==> src/rtl/uart_pkg.sv <==
// Shared types and constants for the UART Sudoku frame loader.
package uart_pkg;

  // Frame sequencing states
  typedef enum logic [1:0] {
    S_HUNT = 2'd0,
    S_DATA = 2'd1,
    S_CSUM = 2'd2,
    S_HOLD = 2'd3
  } frame_state_t;

  // Abort causes reported on err_code
  typedef enum logic [1:0] {
    ERR_NONE      = 2'b00,
    ERR_BAD_DIGIT = 2'b01,
    ERR_CSUM      = 2'b10,
    ERR_TIMEOUT   = 2'b11
  } err_code_t;

  localparam int         CELL_COUNT = 81;
  localparam logic [7:0] MAX_DIGIT  = 8'd9;
  localparam logic [6:0] LAST_CELL  = 7'(CELL_COUNT - 1);

  // A data byte is a legal cell value when it encodes 0..9
  function automatic logic is_digit(input logic [7:0] b);
    return (b <= MAX_DIGIT);
  endfunction

endpackage

==> src/rtl/uart_idle_timer.sv <==
// Inter-byte idle counter. Only built when UART_FRAME_TIMEOUT_EN is defined.
// expire flags the LIMIT-th consecutive enabled cycle without a clear.
module uart_idle_timer #(
  parameter logic [15:0] LIMIT = 16'd40000
) (
  input  logic uart_sampling_clk,
  input  logic rst,
  input  logic en,
  input  logic clr,
  output logic expire
);

  // count_reg holds how many idle cycles preceded the current one
  logic [15:0] count_reg;
  logic [15:0] count_next;

  // Clear has priority; counting pauses while disabled
  always_comb begin
    count_next = count_reg;
    if (clr) begin
      count_next = '0;
    end else if (en) begin
      count_next = count_reg + 16'd1;
    end
  end

  // Counter register
  always_ff @(posedge uart_sampling_clk or posedge rst) begin
    if (rst) begin
      count_reg <= '0;
    end else begin
      count_reg <= count_next;
    end
  end

  // A byte in the same cycle (clr) suppresses expiry: the byte wins
  assign expire = en && !clr && (count_reg == LIMIT - 16'd1);

endmodule

==> src/rtl/uart_frame_ctrl.sv <==
// Sequences UART bytes into an 81-cell Sudoku grid load:
// SOF hunt, 81 digit cells written to board RAM, trailing XOR checksum,
// then host flow control held until the solver takes the grid.
// Optional build macro: UART_FRAME_TIMEOUT_EN enables the inter-byte
// idle timeout (err_code 11) using TIMEOUT_CYCLES.
module uart_frame_ctrl
  import uart_pkg::*;
#(
  parameter logic [15:0] TIMEOUT_CYCLES = 16'd40000,
  parameter logic [7:0]  SOF_BYTE       = 8'hA5
) (
  input  logic       uart_sampling_clk,
  input  logic       rst,
  input  logic       byte_ready,
  input  logic [7:0] uart_byte,
  input  logic       grid_consumed,
  output logic       rx_hold,
  output logic       cell_we,
  output logic [6:0] cell_addr,
  output logic [3:0] cell_val,
  output logic       frame_done,
  output logic       frame_err,
  output logic [1:0] err_code,
  output logic       overrun
);

  frame_state_t state_reg, state_next;
  logic [6:0]   idx_reg, idx_next;
  logic [7:0]   csum_reg, csum_next;
  logic         timeout_expired;

  logic         rx_hold_reg, rx_hold_next;
  logic         cell_we_reg, cell_we_next;
  logic [6:0]   cell_addr_reg, cell_addr_next;
  logic [3:0]   cell_val_reg, cell_val_next;
  logic         frame_done_reg, frame_done_next;
  logic         frame_err_reg, frame_err_next;
  err_code_t    err_code_reg, err_code_next;
  logic         overrun_reg, overrun_next;

`ifdef UART_FRAME_TIMEOUT_EN
  logic timer_en;
  logic timer_clr;

  // Idle time only matters while a frame is in flight; every byte
  // (including the SOF that enters S_DATA) restarts the count
  assign timer_en  = (state_reg == S_DATA) || (state_reg == S_CSUM);
  assign timer_clr = byte_ready;

  uart_idle_timer #(
    .LIMIT(TIMEOUT_CYCLES)
  ) u_idle_timer (
    .uart_sampling_clk(uart_sampling_clk),
    .rst              (rst),
    .en               (timer_en),
    .clr              (timer_clr),
    .expire           (timeout_expired)
  );
`else
  // No counter in this build; the limit parameter is kept only so the
  // port/parameter list is identical across builds
  logic [15:0] timeout_cfg_unused;
  assign timeout_cfg_unused = TIMEOUT_CYCLES;
  assign timeout_expired    = 1'b0;
`endif

  // State, cell index and running checksum registers
  always_ff @(posedge uart_sampling_clk or posedge rst) begin
    if (rst) begin
      state_reg <= S_HUNT;
      idx_reg   <= '0;
      csum_reg  <= '0;
    end else begin
      state_reg <= state_next;
      idx_reg   <= idx_next;
      csum_reg  <= csum_next;
    end
  end

  // Next-state: frame sequencing plus index/checksum bookkeeping
  always_comb begin
    state_next = state_reg;
    idx_next   = idx_reg;
    csum_next  = csum_reg;
    case (state_reg)
      S_HUNT: begin
        if (byte_ready && (uart_byte == SOF_BYTE)) begin
          state_next = S_DATA;
          idx_next   = '0;
          csum_next  = '0;
        end
      end
      S_DATA: begin
        if (byte_ready) begin
          if (!is_digit(uart_byte)) begin
            state_next = S_HUNT;
          end else begin
            idx_next  = idx_reg + 7'd1;
            csum_next = csum_reg ^ uart_byte;
            if (idx_reg == LAST_CELL) begin
              state_next = S_CSUM;
            end
          end
        end else if (timeout_expired) begin
          state_next = S_HUNT;
        end
      end
      S_CSUM: begin
        if (byte_ready) begin
          state_next = (uart_byte == csum_reg) ? S_HOLD : S_HUNT;
        end else if (timeout_expired) begin
          state_next = S_HUNT;
        end
      end
      S_HOLD: begin
        if (grid_consumed) begin
          state_next = S_HUNT;
        end
      end
      default: state_next = S_HUNT;
    endcase
  end

  // Output decode: next values for the registered outputs
  always_comb begin
    cell_we_next    = 1'b0;
    cell_addr_next  = cell_addr_reg;
    cell_val_next   = cell_val_reg;
    frame_done_next = 1'b0;
    frame_err_next  = 1'b0;
    err_code_next   = err_code_reg;
    overrun_next    = overrun_reg;
    rx_hold_next    = (state_next == S_HOLD);
    case (state_reg)
      S_DATA: begin
        if (byte_ready) begin
          if (is_digit(uart_byte)) begin
            cell_we_next   = 1'b1;
            cell_addr_next = idx_reg;
            cell_val_next  = uart_byte[3:0];
          end else begin
            frame_err_next = 1'b1;
            err_code_next  = ERR_BAD_DIGIT;
          end
        end else if (timeout_expired) begin
          frame_err_next = 1'b1;
          err_code_next  = ERR_TIMEOUT;
        end
      end
      S_CSUM: begin
        if (byte_ready) begin
          if (uart_byte == csum_reg) begin
            frame_done_next = 1'b1;
          end else begin
            frame_err_next = 1'b1;
            err_code_next  = ERR_CSUM;
          end
        end else if (timeout_expired) begin
          frame_err_next = 1'b1;
          err_code_next  = ERR_TIMEOUT;
        end
      end
      S_HOLD: begin
        if (byte_ready) begin
          overrun_next = 1'b1;
        end
      end
      default: ;
    endcase
  end

  // Output registers
  always_ff @(posedge uart_sampling_clk or posedge rst) begin
    if (rst) begin
      rx_hold_reg    <= 1'b0;
      cell_we_reg    <= 1'b0;
      cell_addr_reg  <= '0;
      cell_val_reg   <= '0;
      frame_done_reg <= 1'b0;
      frame_err_reg  <= 1'b0;
      err_code_reg   <= ERR_NONE;
      overrun_reg    <= 1'b0;
    end else begin
      rx_hold_reg    <= rx_hold_next;
      cell_we_reg    <= cell_we_next;
      cell_addr_reg  <= cell_addr_next;
      cell_val_reg   <= cell_val_next;
      frame_done_reg <= frame_done_next;
      frame_err_reg  <= frame_err_next;
      err_code_reg   <= err_code_next;
      overrun_reg    <= overrun_next;
    end
  end

  assign rx_hold    = rx_hold_reg;
  assign cell_we    = cell_we_reg;
  assign cell_addr  = cell_addr_reg;
  assign cell_val   = cell_val_reg;
  assign frame_done = frame_done_reg;
  assign frame_err  = frame_err_reg;
  assign err_code   = err_code_reg;
  assign overrun    = overrun_reg;

endmodule
==> config.mk <==
export PLATFORM = sky130hd
export DESIGN_NAME = uart_frame_ctrl
export DESIGN_NICKNAME = d
export VERILOG_FILES = /design/src/rtl/uart_pkg.sv /design/src/rtl/uart_idle_timer.sv /design/src/rtl/uart_frame_ctrl.sv
export SDC_FILE = /design/constraint.sdc
export NUM_CORES = 1
export LEC_CHECK = 0
export ABC_AREA = 0
export BUFFER_PORTS_ARGS = -buffer_cell sky130_fd_sc_hd__buf_2
export CAP_MARGIN = 20
export CORE_MARGIN = 5
export CORE_UTILIZATION = 45
export DETAILED_ROUTE_END_ITERATION = 8
export PLACE_DENSITY = 0.8
export SLEW_MARGIN = 20
export SYNTH_ARGS = -nofsm -noshare
export SYNTH_HDL_FRONTEND = slang
export SYNTH_HIERARCHICAL = 1
export SYNTH_SLANG_ARGS = --single-unit
==> constraint.sdc <==
create_clock -name uart_sampling_clk -period 1.6 [get_ports uart_sampling_clk]
set_input_delay 0.16 -clock uart_sampling_clk [delete_from_list [all_inputs] [get_ports uart_sampling_clk]]
set_output_delay 0.16 -clock uart_sampling_clk [all_outputs]
set_load 0.005 [all_outputs]
==> flow_metrics.py <==
metrics = {
    "power_and_ir_drop": {
        "clockPowerShare_pct": 32.2,
        "powerDensity_nw_per_um2": 985,
        "seqPwrFrac_pct": 36.7,
        "peakVddDrop_mv": 0.736,
        "leakage_nw": 1.29,
        "p_sw_mw": 0.781,
        "swShare_pct": 30.9,
        "p_int_mw": 1.75,
        "comb_power_share_pct": 31.1,
        "total_power_mw": 2.53,
    },
    "cells_and_area": {
        "syn2layout_area_growth_pct": 42.3,
        "seq_area_um2": 878,
        "diodes": 0,
        "largest_register_ffs": 8,
        "final_util_pct": 65.1,
        "multi_input_comb_area_um2": 1030,
        "fin_area_um2": 2560,
        "final_common_cell": "nand2_1",
        "layout_common_cells": "nand2_1 (42), dfrtp_1 (33), buf_4 (31)",
        "n_fill_cell": 313,
        "drive_above_1_share_pct": 41.7,
        "nNetsFinal": 276,
    },
    "floorplanning": {
        "die_area_um2": 5370,
        "core_area_um2": 3940,
        "row_count": 23,
        "start_util_pct": 45.7,
        "die_h_um": 73.3,
        "ios": 30,
        "die_w_um": 73.3,
    },
    "synth": {
        "synth_cell_type_count": 43,
        "synth-seq-cells": 35,
        "synth_top_area_cell": "dfrtp_1",
        "synthArstFlopShare_pct": 100,
        "yosys_most_used_dff": "dfrtp_1",
        "syn-num-nets": 208,
        "synth_area_um2": 1800,
        "synthTopCellsByArea": "dfrtp_1 (49%), nand2_1 (9.2%), ha_1 (4.2%)",
        "yosysTopAreaCellShare_pct": 48.6,
        "avgSynthCellArea_um2": 9.49,
        "synthCells": 190,
        "synth_edf_count": 0,
        "yosysSeqAreaShare_pct": 48.6,
        "yosysWarnings": 6,
    },
    "route": {
        "routed_wirelength_um": 4850,
        "drt_iter0_drc": 93,
        "route.detailed.drc": 0,
        "vias": 1651,
        "first_pass_iters": 4,
        "ant_nets": 0,
        "avgViaCountPerCell": 5.34,
        "routedWlPerCell_um": 15.7,
    },
    "setup_path": {
        "worstSetupStartpointType": "flop",
        "worstPathArrival_ps": 1880,
        "critPathMaxFanout": 3,
        "crit_type": "reg2reg",
        "end_kind": "flop",
        "critPathRequiredTime_ps": 1790,
        "reg2reg_slack_ps": -80,
    },
    "cts": {
        "h-tree-depth": 2,
        "tritoncts": "built",
        "clkTransAtPathRegs_ps": 80,
        "clock-sinks": 35,
        "clk_latency_ps": 300,
        "cts_root_buf": "clkbuf_8",
        "clk_path_buf_depth": 2,
        "cts_buffers": 5,
    },
    "timing": {
        "fin_crit_sh_pct": 105,
        "maxSlewHeadroom_pct": 66.4,
        "period_minus_slack_ps": 1680,
        "tightest_slew_ps": 499,
        "rsz0062_at_grt": "true",
        "finalClockSkew_ps": 10.1,
        "slew_viol_final": 0,
        "setup_viol": 3,
        "fmax_ghz": 0.594,
        "final.hold.worst_slack_ps": 143,
        "final_hold_viol_count": 0,
        "finalWorstSetupSlack_ps": -82.7,
    },
    "grt": {
        "antenna_found_initial": 0,
        "grt_util_all_layers_pct": 18.0,
        "overflow": 0,
        "grt_max_degree": 36,
        "grt_first_pass_wirelength_um": 7430,
        "first_global_vias": 1557,
    },
    "job": {
        "maxCapViolations": 0,
    },
    "placement": {
        "dp_slack_ps": -195,
        "io_buffer_count": 29,
        "gp_congestion": 0.821,
        "hpwl_um": 3130,
        "dpl_cell_area_um2": 2160,
    },
    "run_status": {
        "status": "finished with violations",
        "violations": "negative setup slack",
    },
    "min_path": {
        "hold_path_class": "in2reg",
    },
}
-- synthesized netlist by cell type, types with 3 or more instances --
| master | count |
|---|---|
| a21oi_1 | 7 |
| o21ai_1 | 6 |
| inv_1 | 9 |
| ha_1 | 6 |
| o21ai_0 | 12 |
| xnor2_1 | 8 |
| dfrtp_1 | 35 |
| nor2b_1 | 6 |
| nor2_1 | 7 |
| clkbuf_1 | 3 |
| a21o_1 | 3 |
| nand2_1 | 44 |
| nand4_1 | 4 |
-- through the flow --
| step | cells | setup TNS (ps) |
|---|---|---|
| 2_1_floorplan | 190 | 0 |
| 3_3_place_gp | 285 | -493 |
| 3_5_place_dp | 285 | -931 |
| 4_1_cts | 294 | -104 |
| 5_1_grt | 309 | -594 |
| 6_report | 309 | -132 |
-- area by class of cell --
type                       count  share of cell area (%)
clock buffer                   5                    2.68
clock inverter                 3                    1.71
inverter                      10                    1.56
multi-input combinational    140                    40.3
sequential                    35                    34.2
tap                           50                    2.44
timing repair buffer          66                    17.1
-- kinds of logic (layout without fill, tap and decap cells) --
group,Yosys count,count (layout),synth area share (%)
buf+inv,15,84,3.54
flops,35,35,48.6
simple gates,81,81,22.5
fa+ha+maj,6,6,4.16
mux,3,3,1.73
xor+xnor,8,8,3.89
compound gates,42,42,15.6
-- final timing paths --
path                              start            to  cells after the start
max                          idx_reg[0]       rx_hold                      6
min in group asynchronous           rst  cell_addr[3]                      4
max reg2reg                  idx_reg[0]       rx_hold                      6
min                        uart_byte[0]   cell_val[0]                      3
min reg2reg                     overrun       overrun                      1
max in group asynchronous           rst  state_reg[0]                      4
-- timing repair --
item | 4_1_cts | 5_1_grt
buffers inserted | 0 | 14
gates cloned | 0 | 1
setup endpoints to repair | 10 | 19
hold buffers | 1 | 0
pin swaps | 1 | 17
endpoints found under the hold margin | 35 | 0
resized for setup | 5 | 38
-- worst max-delay path, stage by stage, from the launching register on --
cell and delay [ps]:
dfrtp_1 410, inv_2 80, ha_2 180, and3_4 190, o311ai_4 300, a211oi_2 140, a311oi_2 280
-- power groups by stage --
stage          Sequential [mW]  Clock (mW)  Combinational, mW
2_1_floorplan            0.951           0              0.323
3_5_place_dp             0.941           0              0.492
6_report                 0.928       0.813              0.786
4_1_cts                  0.924       0.823              0.538
3_3_place_gp             0.941           0              0.484
5_1_grt                  0.933       0.850              0.845
-- layer usage --
| layer | vias up | share of wire (%) | track usage, % |
|---|---|---|---|
| li1 | 796 | - | - |
| met1 | 791 | 41 | 23.9 |
| met2 | 49 | 52 | 29.1 |
| met3 | 15 | 4.7 | 3.83 |
| met4 | 0 | 2.1 | 6.64 |
| met5 | - | 0 | 0 |
(Power assumes the default switching activity.)
